### src/rtl/vector_serializer.sv
// Parallel-in, serial-out converter: takes a SIZE-element vector and streams it
// oldest-first (index SIZE-1 down to 0) over a valid/ready interface.
module vector_serializer #(
  parameter int DATA_WIDTH = 8,
  parameter int SIZE       = 8
) (
  input  logic                                clk,
  input  logic                                rst_n,
  input  logic                                flush,
  input  logic                                in_valid,
  output logic                                in_ready,
  input  logic [SIZE-1:0][DATA_WIDTH-1:0]     in_data,
  output logic                                out_valid,
  input  logic                                out_ready,
  output logic [DATA_WIDTH-1:0]               out_data,
  output logic                                out_last,
  output logic                                busy
);

  localparam int CW = $clog2(SIZE);
  localparam logic [CW-1:0] LAST_CNT = CW'(SIZE - 1);

  typedef enum logic {IDLE, SHIFT} state_t;

  state_t                          state;
  logic [SIZE-1:0][DATA_WIDTH-1:0] data_buf;
  logic [CW-1:0]                   cnt;
  logic                            load;
  logic                            beat;

  assign out_valid = (state == SHIFT);
  assign busy      = (state == SHIFT);
  assign out_data  = data_buf[SIZE-1];
  assign out_last  = (state == SHIFT) && (cnt == LAST_CNT);

  // Ready is combinational from out_ready so a new vector can load on the
  // final beat of the previous one without a bubble.
  assign in_ready = !flush && ((state == IDLE) || (out_last && out_ready));
  assign load     = in_valid && in_ready;
  assign beat     = out_valid && out_ready;

  always_ff @(posedge clk) begin
    if (!rst_n) begin
      state    <= IDLE;
      cnt      <= '0;
      data_buf <= '0;
    end else if (flush) begin
      state <= IDLE;
      cnt   <= '0;
    end else if (load) begin
      data_buf <= in_data;
      cnt      <= '0;
      state    <= SHIFT;
    end else if (beat) begin
      if (out_last) begin
        // Buffer is left as-is; its contents are meaningless once idle.
        state <= IDLE;
        cnt   <= '0;
      end else begin
        data_buf <= {data_buf[SIZE-2:0], {DATA_WIDTH{1'b0}}};
        cnt      <= cnt + CW'(1);
      end
    end
  end

endmodule

### config.mk
export PLATFORM = sky130hd
export DESIGN_NAME = vector_serializer
export DESIGN_NICKNAME = d
export VERILOG_FILES = /design/src/rtl/vector_serializer.sv
export SDC_FILE = /design/constraint.sdc
export NUM_CORES = 1
export LEC_CHECK = 0
export BUFFER_PORTS_ARGS = -buffer_cell sky130_fd_sc_hd__buf_2
export CAP_MARGIN = 20
export CORE_UTILIZATION = 48
export CTS_CLUSTER_SIZE = 20
export DETAILED_ROUTE_END_ITERATION = 10
export GPL_TIMING_DRIVEN = 0
export PLACE_DENSITY = 0.82
export RECOVER_POWER = 25
export SETUP_SLACK_MARGIN = 0.2
export SKIP_LAST_GASP = 1
export SYNTH_ARGS = -nofsm -noshare
export SYNTH_HDL_FRONTEND = slang
export SYNTH_SLANG_ARGS = --single-unit
### constraint.sdc
create_clock -name clk -period 1.5 [get_ports clk]
set_input_delay 0.15 -clock clk [delete_from_list [all_inputs] [get_ports clk]]
set_output_delay 0.15 -clock clk [all_outputs]
set_load 0.03 [all_outputs]
# Yosys cells after proc, flatten, opt, wreduce, memory -nomap -nowiden
# Cells that the tools add are included.
dict set report op_classes {
  mux 7
  reduce_logical 13
  n_bitwise 3
  n_eq_ne 2
  n_addsub 1
}
# op count
set op_table {}
lappend op_table {{64-bit 2-to-1 mux} 3}
lappend op_table {{1-bit logical AND} 5}
lappend op_table {{2-bit nonzero test} 2}
lappend op_table {{3-bit by 1-bit adder with 3-bit output, second input constant} 1}
lappend op_table {{3-bit == test, second input constant} 1}
lappend op_table {{1-bit 2-to-1 mux} 3}
lappend op_table {{3-bit 2-to-1 mux} 1}
lappend op_table {{1-bit NOT} 3}
lappend op_table {{3-bit AND reduction} 1}
lappend op_table {{3-bit OR reduction} 1}
lappend op_table {{2-bit by 1-bit inequality test with 1-bit output, second input constant} 1}
lappend op_table {{2-bit AND reduction} 1}
lappend op_table {{2-bit OR reduction} 1}
lappend op_table {{1-bit logical NOT} 1}
lappend op_table {{1-bit logical OR} 1}
dict set report totals {
  register_bits 68
  inputBits 69
  word_cells 36
  output_inout_bits 12
}

# Longest topological paths before layout
# Gate-level depths: netlist of run 1.
dict set report depth {
  depth_word 8
  depth_mapped 7
  mapped_depth_nobuf 5
}

# Worst setup path after synthesis of run 1
# OpenSTA, ideal clock, no wires.
dict set report synth_timing {
  path_type {reg2out}
  start {reg cnt[0]}
  end {out in_ready}
  path_buffers 2
  t_required_ns 1.350
  path_stages_with_launch 7
  slack_ns -0.167
  arrival_time_ns 1.517
  path_cell_list {dfxtp_1 ha_1 ha_1 a21boi_2 buf_4 buf_4 nor2_1}
}
dict set report synth_between {
  elab_chain_cells 5
}
# item line
set synth_rtl {}
lappend synth_rtl {{start: declaration} 27} ;# logic [CW-1:0] cnt;
lappend synth_rtl {{start signal: assignment} 61} ;# cnt <= cnt + CW'(1);
lappend synth_rtl {{3-bit == test} 34} ;# assign out_last = (state == SHIFT) && (cnt == LAST_CNT);
lappend synth_rtl {{1-bit logical AND} 34}
lappend synth_rtl {{1-bit logical AND} 38} ;# assign in_ready = !flush && ((state == IDLE) || (out_last && out_ready));
lappend synth_rtl {{1-bit logical OR} 38}
lappend synth_rtl {{1-bit logical AND} 38}
lappend synth_rtl {{end: declaration} 11} ;# output logic in_ready,
# No other way between the ends.

# Worst setup path in the final report of run 1
# Same ends and word-level chain as after synthesis.

==> results.sh, run 1 <==
export IMPL_run_status="complete, but fails checks"
export IMPL_failed_checks="DRC, setup timing"
export IMPL_grt_start_max_net_pins=11
export IMPL_worst_r2r_startpoint="cnt[0]$_SDFFE_PP0P_"
export IMPL_first_pass_grt_wire_length_um=16200
export IMPL_switching_share=0.275
export IMPL_overflow=0
export IMPL_antenna_found_initial=0
export IMPL_timing_critical_path_to_type="output pin"
export IMPL_floorplan_io_pins=81
export IMPL_drive_above_1_share=0.442
export IMPL_drtIter0Drc=283
export IMPL_instances_no_fill=559
export IMPL_maxCapViolations=0
export IMPL_fin_nets=549
export IMPL_stage_delay_of_the_slowest_cell_on_the_critical_path_ns=0.34
export IMPL_cts_root_to_sink_buffers=2
export IMPL_worst_hold_depth=2
export IMPL_dpl_instance_area_um2=3910
export IMPL_final_design_area_no_fill_um2=4920
export IMPL_crit_path_top_delay_cell="dfxtp_2"
export IMPL_cellInternalPower_mw=3.08
export IMPL_core_area_um2=6490
export IMPL_setup_tns_final_ns=-7.11
export IMPL_drtAntennaViolNets=0
export IMPL_clock_pin_slew_reported_for_the_worst_setup_and_hold_paths_after_clock_tree_synthesis_ns=0.07
export IMPL_htree_num_levels=3
export IMPL_num_antenna_cells=0
export IMPL_critical_path_arrival_ns=1.56
export IMPL_globalRouteTotalUtil=0.291
export IMPL_syn_nets=426
export IMPL_place_port_buffers=80
export IMPL_power_density_nw_per_um2=863
export IMPL_first_global_vias=3343
export IMPL_post_route_wl_um=11600
export IMPL_vdd_ir_drop_max_v=0.000618
export IMPL_synth_seq_cells=68
export IMPL_number_of_flops_mapped_to_enable_cells_by_yosys=0
export IMPL_finalCritPeriodShare=1.14
export IMPL_power_sequential_fraction=0.462
export IMPL_top_cell_type_by_total_area_after_synthesis="dfxtp_1"
export IMPL_post_drt_wl_per_cell_um=20.7
export IMPL_final_hold_fails=0
export IMPL_worstHoldEndpoint="busy$_SDFFE_PP0P_"
export IMPL_floorplan_initialDensity=0.506
export IMPL_die_height_um=84.8
export IMPL_finalWeightedCongestion=0.824
export IMPL_critPathRequiredTime_ns=1.35
export IMPL_cp_max_fo=5
export IMPL_post_place_ws_ns=-0.178
export IMPL_fin_total_pwr_mw=4.25
export IMPL_hp_start="in_valid"
export IMPL_clock_tree_from_tritoncts="yes"
export IMPL_grt_setup_unrepaired="true"
export IMPL_worst_r2r_cell_count=9
export IMPL_combinational_group_share_of_total_power=0.183
export IMPL_yosysSeqAreaShare=0.414
export IMPL_final_max_slew_viol_count=0
export IMPL_worst_r2r_setup_slack_ns=-0.18
export IMPL_synthCells=355
export IMPL_drc_errors=6
export IMPL_cp_cell_sequence="ha_4 -> ha_4 -> a21boi_4 -> buf_6 -> buf_8 -> nor2_4 -> buf_6"
export IMPL_fmax_mhz=584
export IMPL_leakagePower_nw=1.88
export IMPL_syn_cell_area_um2=3290
export IMPL_via_per_inst=6.49
export IMPL_horizontal_extent_of_the_die_um=84.8
export IMPL_cell_types_with_the_highest_counts_after_synthesis="dfxtp_1 (68), a21boi_1 (47), o211ai_1 (47)"
export IMPL_share_of_synthesized_flip_flops_with_an_asynchronous_set_or_reset=0
export IMPL_period_minus_slack_ns=1.71
export IMPL_cts_buffers=9
export IMPL_dpl_hpwl_um=6370
export IMPL_fill_cells=427
export IMPL_num_vias=3628
export IMPL_worst_pin_slew_ns=0.715
export IMPL_setup_slack_ns=-0.213
export IMPL_cts_sinks=68
export IMPL_setup_viol=69
export IMPL_synth_most_common_cell="dfxtp_1"
export IMPL_synth_top_cells_by_area="dfxtp_1 (41%), a21boi_1 (11%), o211ai_1 (11%), a32oi_1 (10%), nand2_1 (4.2%)"
export IMPL_pwr_share_clk=0.355
export IMPL_area_delta_synth_final_pct=49.7
export IMPL_netlist_cell_types=27
export IMPL_yosys_warnings=0
export IMPL_insertion_delay_ns=0.35
export IMPL_synth_top_cell_area_share=0.414
export IMPL_firstDrtPassIters=10
export IMPL_clock_root_buffer="clkbuf_8"
export IMPL_inst_count_dp=512
export IMPL_rows=29
export IMPL_die_area_um2=7190
export IMPL_final_setup_skew_ns=0.0116
export IMPL_synth_main_ff_cell="dfxtp_1"
export IMPL_netSwitchingPower_mw=1.17
export IMPL_critical_path_reg2reg_endpoint="data_buf[4]$_SDFFE_PN0P_"
export IMPL_postSynthAreaPerCell_um2=9.26
export IMPL_worstHoldPathType="primary input to register"
export IMPL_worstSetupPathType="register to output pin"
export IMPL_start_kind="register"
export IMPL_timing_max_slew_rel_slack=0.523
flip-flops by register name, summed over array words and instances (netlist names):
name and cells:
out_data 8, busy 1, data_buf 56, cnt 3
cell families after synthesis:
kind of cell / synth area share
buffers and inverters: 0.0936
adder cells (fa/ha/maj): 0.00761
AND/OR/NAND/NOR: 0.0788
AO/OA/AOI/OAI: 0.403
flip-flops: 0.414
multiplexers: 0.00304
final cells by class:
cell class / instances / area, µm² / area share
clock buffer: 13 / 149 / 0.0302
buffer: 54 / 475 / 0.0966
clock inverter: 2 / 35.0 / 0.00712
tap: 77 / 96.3 / 0.0196
multi-input combinational: 233 / 1930 / 0.392
sequential: 68 / 1370 / 0.277
timing repair buffer: 112 / 873 / 0.177
through the flow:
step / utilization / hold WS [ns]
floorplan: - / 0.274
global placement: 0.602 / 0.392
detailed placement: 0.602 / 0.397
CTS: 0.694 / 0.0458
global route: 0.758 / 0.0469
finish: 0.758 / 0.0450
layer usage:
metal,global-route usage,up-vias,share of wire
li1,-,1622,-
met1,0.350,1756,0.39
met2,0.479,200,0.49
met3,0.0659,50,0.070
met4,0.168,0,0.048
met5,0,-,0
worst max-delay path by stage:
stage          slack [ns]  cells past startpoint           startpoint                         to
2_1_floorplan        0.05                      7  cnt[0]$_SDFFE_PP0P_  data_buf[32]$_SDFFE_PN0P_
4_1_cts             -0.19                      7  cnt[0]$_SDFFE_PP0P_                   in_ready
5_1_grt             -0.25                      7  cnt[0]$_SDFFE_PP0P_                   in_ready
3_5_place_dp        -0.18                      7  cnt[0]$_SDFFE_PP0P_  data_buf[12]$_SDFFE_PN0P_
3_3_place_gp        -0.17                      7  cnt[0]$_SDFFE_PP0P_  data_buf[12]$_SDFFE_PN0P_
6_report            -0.21                      7  cnt[0]$_SDFFE_PP0P_                   in_ready
critical path: cells and delay by family (launching register included):
kind | cells | cell delay [ns]
AOI/OAI and AO/OA | 1 | 0.15
adders and majority gates | 2 | 0.34
and+or+nand+nor | 1 | 0.03
DFF | 1 | 0.34
buffers and inverters | 3 | 0.36
power groups by stage:
| stage | logic, mW | clock network, mW | registers, mW |
|---|---|---|---|
| 2_1_floorplan | 0.371 | 0 | 1.98 |
| 4_1_cts | 0.663 | 1.49 | 1.95 |
| 5_1_grt | 0.824 | 1.57 | 1.97 |
| 6_report | 0.777 | 1.51 | 1.96 |
| 3_3_place_gp | 0.555 | 0 | 1.99 |
| 3_5_place_dp | 0.564 | 0 | 1.99 |
placed cells by master (no fill, tap or decap), drive strengths merged:
master	Yosys	final
ha	2	2
clkinv	0	1
a32oi	39	39
buf	41	145
o21ai	1	1
clkbuf	13	34
nand2	38	38
a21boi	48	48
bufinv	0	1
o21a	1	1
nor2b	2	2
nand4b	1	1
a21bo	1	1
nand3	9	9
dfxtp	68	68
mux2i	1	1
o211ai	47	47
and4bb	1	1
o31ai	17	17
and2	1	1
nand4bb	1	1
nand2b	1	1
nor2	3	3
a31oi	17	17
a21oi	2	2
what timing repair did:
action | in CTS | in global routing
hold buffers | 0 | 0
setup buffers | 12 | 6
gates cloned | 7 | 7
pin swaps | 34 | 62
endpoints found under the hold margin | 0 | 0
setup endpoints to repair | 70 | 70
resized for setup | 54 | 50
Note: power is estimated with default switching activity, not from simulation.
==> run 2: changes to the inputs <==
--- a/config.mk
+++ b/config.mk
@@ -14,6 +14,7 @@
 export PLACE_DENSITY = 0.82
 export RECOVER_POWER = 25
 export SETUP_SLACK_MARGIN = 0.2
+export SKIP_CTS_REPAIR_TIMING = 1
 export SKIP_LAST_GASP = 1
 export SYNTH_ARGS = -nofsm -noshare
 export SYNTH_HDL_FRONTEND = slang
==> constraint.sdc (replaced) <==
create_clock -name clk -period 1.5 [get_ports clk]
set_input_delay 0.45 -clock clk [delete_from_list [all_inputs] [get_ports clk]]
set_output_delay 0.45 -clock clk [all_outputs]
set_load 0.03 [all_outputs]
==> results.sh, run 2 (synthesized netlist as in run 1, its figures left out) <==
export IMPL_run_status="complete, but fails checks"
export IMPL_failed_checks="DRC, setup timing"
export IMPL_regMostFlops="data_buf"
export IMPL_final_max_slew_viol_count=0
export IMPL_worst_r2r_cell_count=8
export IMPL_via_per_inst=6.45
export IMPL_cts_sinks=68
export IMPL_area_delta_synth_final_pct=49.4
export IMPL_core_area_um2=6490
export IMPL_dpl_hpwl_um=6500
export IMPL_die_height_um=84.8
export IMPL_combinational_group_share_of_total_power=0.177
export IMPL_floorplan_io_pins=81
export IMPL_netSwitchingPower_mw=1.20
export IMPL_critPathRequiredTime_ns=1.05
export IMPL_drive_above_1_share=0.464
export IMPL_critical_path_arrival_ns=1.69
export IMPL_top_family_by_delay_on_critical_path="buffers and inverters"
export IMPL_mostFrequentLayoutCell="buf_2"
export IMPL_post_drt_wl_per_cell_um=20.2
export IMPL_layout_common_cells="buf_2 (81), dfxtp_1 (57), o211ai_1 (47), a21boi_1 (47), buf_6 (31)"
export IMPL_worst_pin_slew_ns=0.597
export IMPL_hp_start="in_valid"
export IMPL_clock_pin_slew_reported_for_the_worst_setup_and_hold_paths_after_clock_tree_synthesis_ns=0.08
export IMPL_hold_slack_ns=0.336
export IMPL_crit_path_top_delay_cell="dfxtp_2"
export IMPL_horizontal_extent_of_the_die_um=84.8
export IMPL_antenna_found_initial=0
export IMPL_stage_delay_of_the_slowest_cell_on_the_critical_path_ns=0.34
export IMPL_start_kind="register"
export IMPL_largest_register_ff_count=56
export IMPL_die_area_um2=7190
export IMPL_worst_r2r_startpoint="cnt[0]$_SDFFE_PP0P_"
export IMPL_power_density_nw_per_um2=882
export IMPL_worstHoldPathType="primary input to register"
export IMPL_cts_buffers=9
export IMPL_maxCapViolations=0
export IMPL_timing_critical_path_to_type="output pin"
export IMPL_dpl_instance_area_um2=3910
export IMPL_num_antenna_cells=0
export IMPL_power_sequential_fraction=0.455
export IMPL_final_setup_skew_ns=0.0102
export IMPL_worstSetupPathType="register to output pin"
export IMPL_rows=29
export IMPL_drtAntennaViolNets=0
export IMPL_num_vias=3569
export IMPL_clock_root_buffer="clkbuf_8"
export IMPL_htree_num_levels=3
export IMPL_critical_path_reg2reg_endpoint="data_buf[19]$_SDFFE_PN0P_"
export IMPL_final_design_area_no_fill_um2=4910
export IMPL_cellInternalPower_mw=3.13
export IMPL_finalWeightedCongestion=0.885
export IMPL_setup_tns_final_ns=-13.72
export IMPL_finalCritPeriodShare=1.43
export IMPL_cp_max_fo=8
export IMPL_pwr_share_clk=0.369
export IMPL_cp_num_buf_inv=3
export IMPL_worst_hold_depth=2
export IMPL_setup_slack_ns=-0.645
export IMPL_first_global_vias=3173
export IMPL_grt_start_max_net_pins=12
export IMPL_timing_max_slew_rel_slack=0.602
export IMPL_globalRouteTotalUtil=0.267
export IMPL_worst_r2r_setup_slack_ns=-0.37
export IMPL_drtIter0Drc=263
export IMPL_fin_nets=542
export IMPL_fmax_mhz=466
export IMPL_post_route_wl_um=11200
export IMPL_drc_errors=6
export IMPL_cp_cell_sequence="ha_4 -> ha_4 -> a21boi_4 -> buf_6 -> buf_12 -> nor2_4 -> buf_6"
export IMPL_place_port_buffers=80
export IMPL_leakagePower_nw=1.91
export IMPL_final_hold_fails=0
export IMPL_overflow=0
export IMPL_worstHoldEndpoint="busy$_SDFFE_PP0P_"
export IMPL_period_minus_slack_ns=2.14
export IMPL_firstDrtPassIters=8
export IMPL_clock_tree_from_tritoncts="yes"
export IMPL_insertion_delay_ns=0.36
export IMPL_vdd_ir_drop_max_v=0.000545
export IMPL_grt_setup_unrepaired="true"
export IMPL_switching_share=0.277
export IMPL_floorplan_initialDensity=0.506
export IMPL_setup_viol=67
export IMPL_first_pass_grt_wire_length_um=15000
export IMPL_cts_root_to_sink_buffers=2
export IMPL_post_place_ws_ns=-0.405
-- run 2: layer usage --
layer,vias up,wire length [µm],global-route usage
met1,1732,4410,0.345
met2,193,5510,0.436
met5,-,0,0
li1,1616,-,-
met4,0,345,0.123
met3,28,933,0.0462
-- run 2: worst max-delay path by stage --
stage | from | depth (start not counted) | slack (ns) | endpoint
final | cnt[0]$_SDFFE_PP0P_ | 7 | -0.64 | in_ready
after CTS | cnt[0]$_SDFFE_PP0P_ | 7 | -0.79 | in_ready
after floorplan | cnt[0]$_SDFFE_PP0P_ | 6 | -0.11 | in_ready
after global placement | cnt[0]$_SDFFE_PP0P_ | 7 | -0.40 | in_ready
after global routing | cnt[0]$_SDFFE_PP0P_ | 7 | -0.70 | in_ready
after detailed placement | cnt[0]$_SDFFE_PP0P_ | 7 | -0.40 | in_ready
-- run 2: layout make-up --
cell class	instances	area [µm²]
Multi-Input combinational cell	233	1920
Fill cell	414	1580
Sequential cell	68	1380
Timing Repair Buffer	105	796
Buffer	54	518
Clock buffer	12	155
Tap cell	77	96.3
Clock inverter	4	47.5
-- run 2: metrics by stage --
stage	cells	utilization	total power [mW]
floorplan	355	-	2.35
global placement	512	0.603	2.55
detailed placement	512	0.603	2.56
CTS	528	0.634	4.09
global route	553	0.757	4.48
finish	553	0.757	4.33
-- run 2: power groups by stage --
stage / combinational (mW) / sequential (mW) / clock [mW]
finish: 0.766 / 1.97 / 1.60
global route: 0.810 / 1.98 / 1.69
CTS: 0.571 / 1.95 / 1.57
detailed placement: 0.568 / 1.99 / 0
global placement: 0.556 / 1.99 / 0
floorplan: 0.372 / 1.98 / 0
==> run 3: changes to the inputs <==
--- a/config.mk
+++ b/config.mk
@@ -7,6 +7,7 @@
 export LEC_CHECK = 0
 export BUFFER_PORTS_ARGS = -buffer_cell sky130_fd_sc_hd__buf_2
 export CAP_MARGIN = 20
+export CORE_ASPECT_RATIO = 0.75
 export CORE_UTILIZATION = 48
 export CTS_CLUSTER_SIZE = 20
 export DETAILED_ROUTE_END_ITERATION = 10
==> results.sh, run 3 (synthesized netlist as in run 1, its figures left out) <==
export IMPL_inst_count_dp=516
export IMPL_hold_slack_ns=0.344
export IMPL_cp_cell_sequence="ha_4 -> ha_4 -> a21boi_4 -> buf_6 -> buf_8 -> nor2_4 -> buf_6"
export IMPL_rows=25
export IMPL_pwr_share_clk=0.416
export IMPL_grt_start_max_net_pins=13
export IMPL_dpl_instance_area_um2=3920
export IMPL_antenna_found_initial=0
export IMPL_first_global_vias=2943
export IMPL_insertion_delay_ns=0.36
export IMPL_fmax_mhz=487
export IMPL_stage_delay_of_the_slowest_cell_on_the_critical_path_ns=0.35
export IMPL_cts_buffers=9
export IMPL_mostFrequentLayoutCell="buf_2"
export IMPL_cp_max_fo=4
export IMPL_via_per_inst=6.19
export IMPL_finalCritPeriodShare=1.37
export IMPL_clock_tree_from_tritoncts="yes"
export IMPL_dpl_hpwl_um=6430
export IMPL_critical_path_arrival_ns=1.60
export IMPL_drtAntennaViolNets=0
export IMPL_overflow=0
export IMPL_period_minus_slack_ns=2.05
export IMPL_final_max_slew_viol_count=0
export IMPL_core_area_um2=6440
export IMPL_timing_max_slew_rel_slack=0.636
export IMPL_finalCoreUtilization=0.738
export IMPL_post_route_wl_um=10100
export IMPL_globalRouteTotalUtil=0.268
export IMPL_area_delta_synth_final_pct=44.6
export IMPL_switching_share=0.255
export IMPL_worst_pin_slew_ns=0.546
export IMPL_fin_nets=535
export IMPL_drtIter0Drc=256
export IMPL_drc_errors=0
export IMPL_cellInternalPower_mw=3.39
export IMPL_vdd_ir_drop_max_v=0.000594
export IMPL_num_vias=3407
export IMPL_floorplan_io_pins=81
export IMPL_power_sequential_fraction=0.432
export IMPL_setup_tns_final_ns=-16.03
export IMPL_finalWeightedCongestion=0.851
export IMPL_cts_root_to_sink_buffers=2
export IMPL_regMostFlops="data_buf"
export IMPL_power_density_nw_per_um2=957
export IMPL_worstSetupPathType="register to output pin"
export IMPL_num_antenna_cells=0
export IMPL_layout_common_cells="buf_2 (82), dfxtp_1 (57), o211ai_1 (47), a21boi_1 (47), nand2_1 (34)"
export IMPL_instances_no_fill=550
export IMPL_final_design_area_no_fill_um2=4750
export IMPL_fin_total_pwr_mw=4.55
export IMPL_final_setup_skew_ns=0.0126
export IMPL_timing_critical_path_to_type="output pin"
export IMPL_maxCapViolations=0
export IMPL_crit_path_top_delay_cell="dfxtp_2"
export IMPL_cts_sinks=68
export IMPL_clock_pin_slew_reported_for_the_worst_setup_and_hold_paths_after_clock_tree_synthesis_ns=0.08
export IMPL_htree_num_levels=3
export IMPL_post_place_ws_ns=-0.401
export IMPL_combinational_group_share_of_total_power=0.152
export IMPL_critPathRequiredTime_ns=1.05
export IMPL_horizontal_extent_of_the_die_um=97.6
export IMPL_die_height_um=73.7
export IMPL_floorplan_initialDensity=0.510
export IMPL_failed_checks="setup timing"
export IMPL_die_area_um2=7190
export IMPL_largest_register_ff_count=56
export IMPL_place_port_buffers=80
export IMPL_leakagePower_nw=1.81
export IMPL_grt_setup_unrepaired="true"
export IMPL_post_drt_wl_per_cell_um=18.3
export IMPL_first_pass_grt_wire_length_um=14900
export IMPL_drive_above_1_share=0.420
export IMPL_run_status="complete, but fails checks"
export IMPL_firstDrtPassIters=5
export IMPL_setup_slack_ns=-0.553
export IMPL_clock_root_buffer="clkbuf_8"
export IMPL_worstHoldPathType="primary input to register"
export IMPL_setup_viol=67
export IMPL_final_hold_fails=0
export IMPL_start_kind="register"
export IMPL_netSwitchingPower_mw=1.16
## run 3: cell types whose count changed in the layout (fill, tap and decap cells not counted), sizes merged
cell / before / now
bufinv: 1 / 3
buf: 139 / 133
clkbuf: 32 / 29
## run 3: final cells by class
| class | count | area (µm²) |
|---|---|---|
| plain buffers | 54 | 488 |
| fillers | 480 | 1690 |
| clock inverters | 6 | 111 |
| well taps | 81 | 101 |
| flip-flops and latches | 68 | 1380 |
| repair buffers | 98 | 727 |
| multi-input cells | 233 | 1810 |
| clock buffers | 10 | 138 |
## run 3: critical path: cells and delay by family (launching register included)
family                     cells  cell delay, ns
adders and majority gates      2            0.33
and+or+nand+nor                1            0.03
DFF                            1            0.35
buffers and inverters          3            0.36
AOI/OAI and AO/OA              1            0.18
## run 3: routing by layer
metal / routed length [µm] / vias to the layer above / GRT usage
li1: - / 1604 / -
met1: 4500 / 1632 / 0.377
met2: 4670 / 161 / 0.411
met3: 833 / 10 / 0.0742
met4: 66 / 0 / 0.0556
met5: 0 / - / 0
## run 3: worst paths after layout
check | endpoint | slack (ns) | cells after the start | from
worst min register to register | data_buf[28]$_SDFFE_PN0P_ | 0.48 | 2 | data_buf[20]$_SDFFE_PN0P_
worst max register to register | data_buf[43]$_SDFFE_PN0P_ | -0.30 | 8 | cnt[0]$_SDFFE_PP0P_
worst min-delay path | busy$_SDFFE_PP0P_ | 0.34 | 2 | in_valid
worst max-delay path | in_ready | -0.55 | 7 | cnt[0]$_SDFFE_PP0P_
## run 3: power by group through the flow
stage	Clock (mW)	Sequential [mW]	Combinational, mW
after CTS	1.90	1.95	0.569
final	1.89	1.97	0.690
after global routing	1.99	1.98	0.736
after global placement	0	1.99	0.556
after detailed placement	0	2.00	0.565
after floorplan	0	1.98	0.372
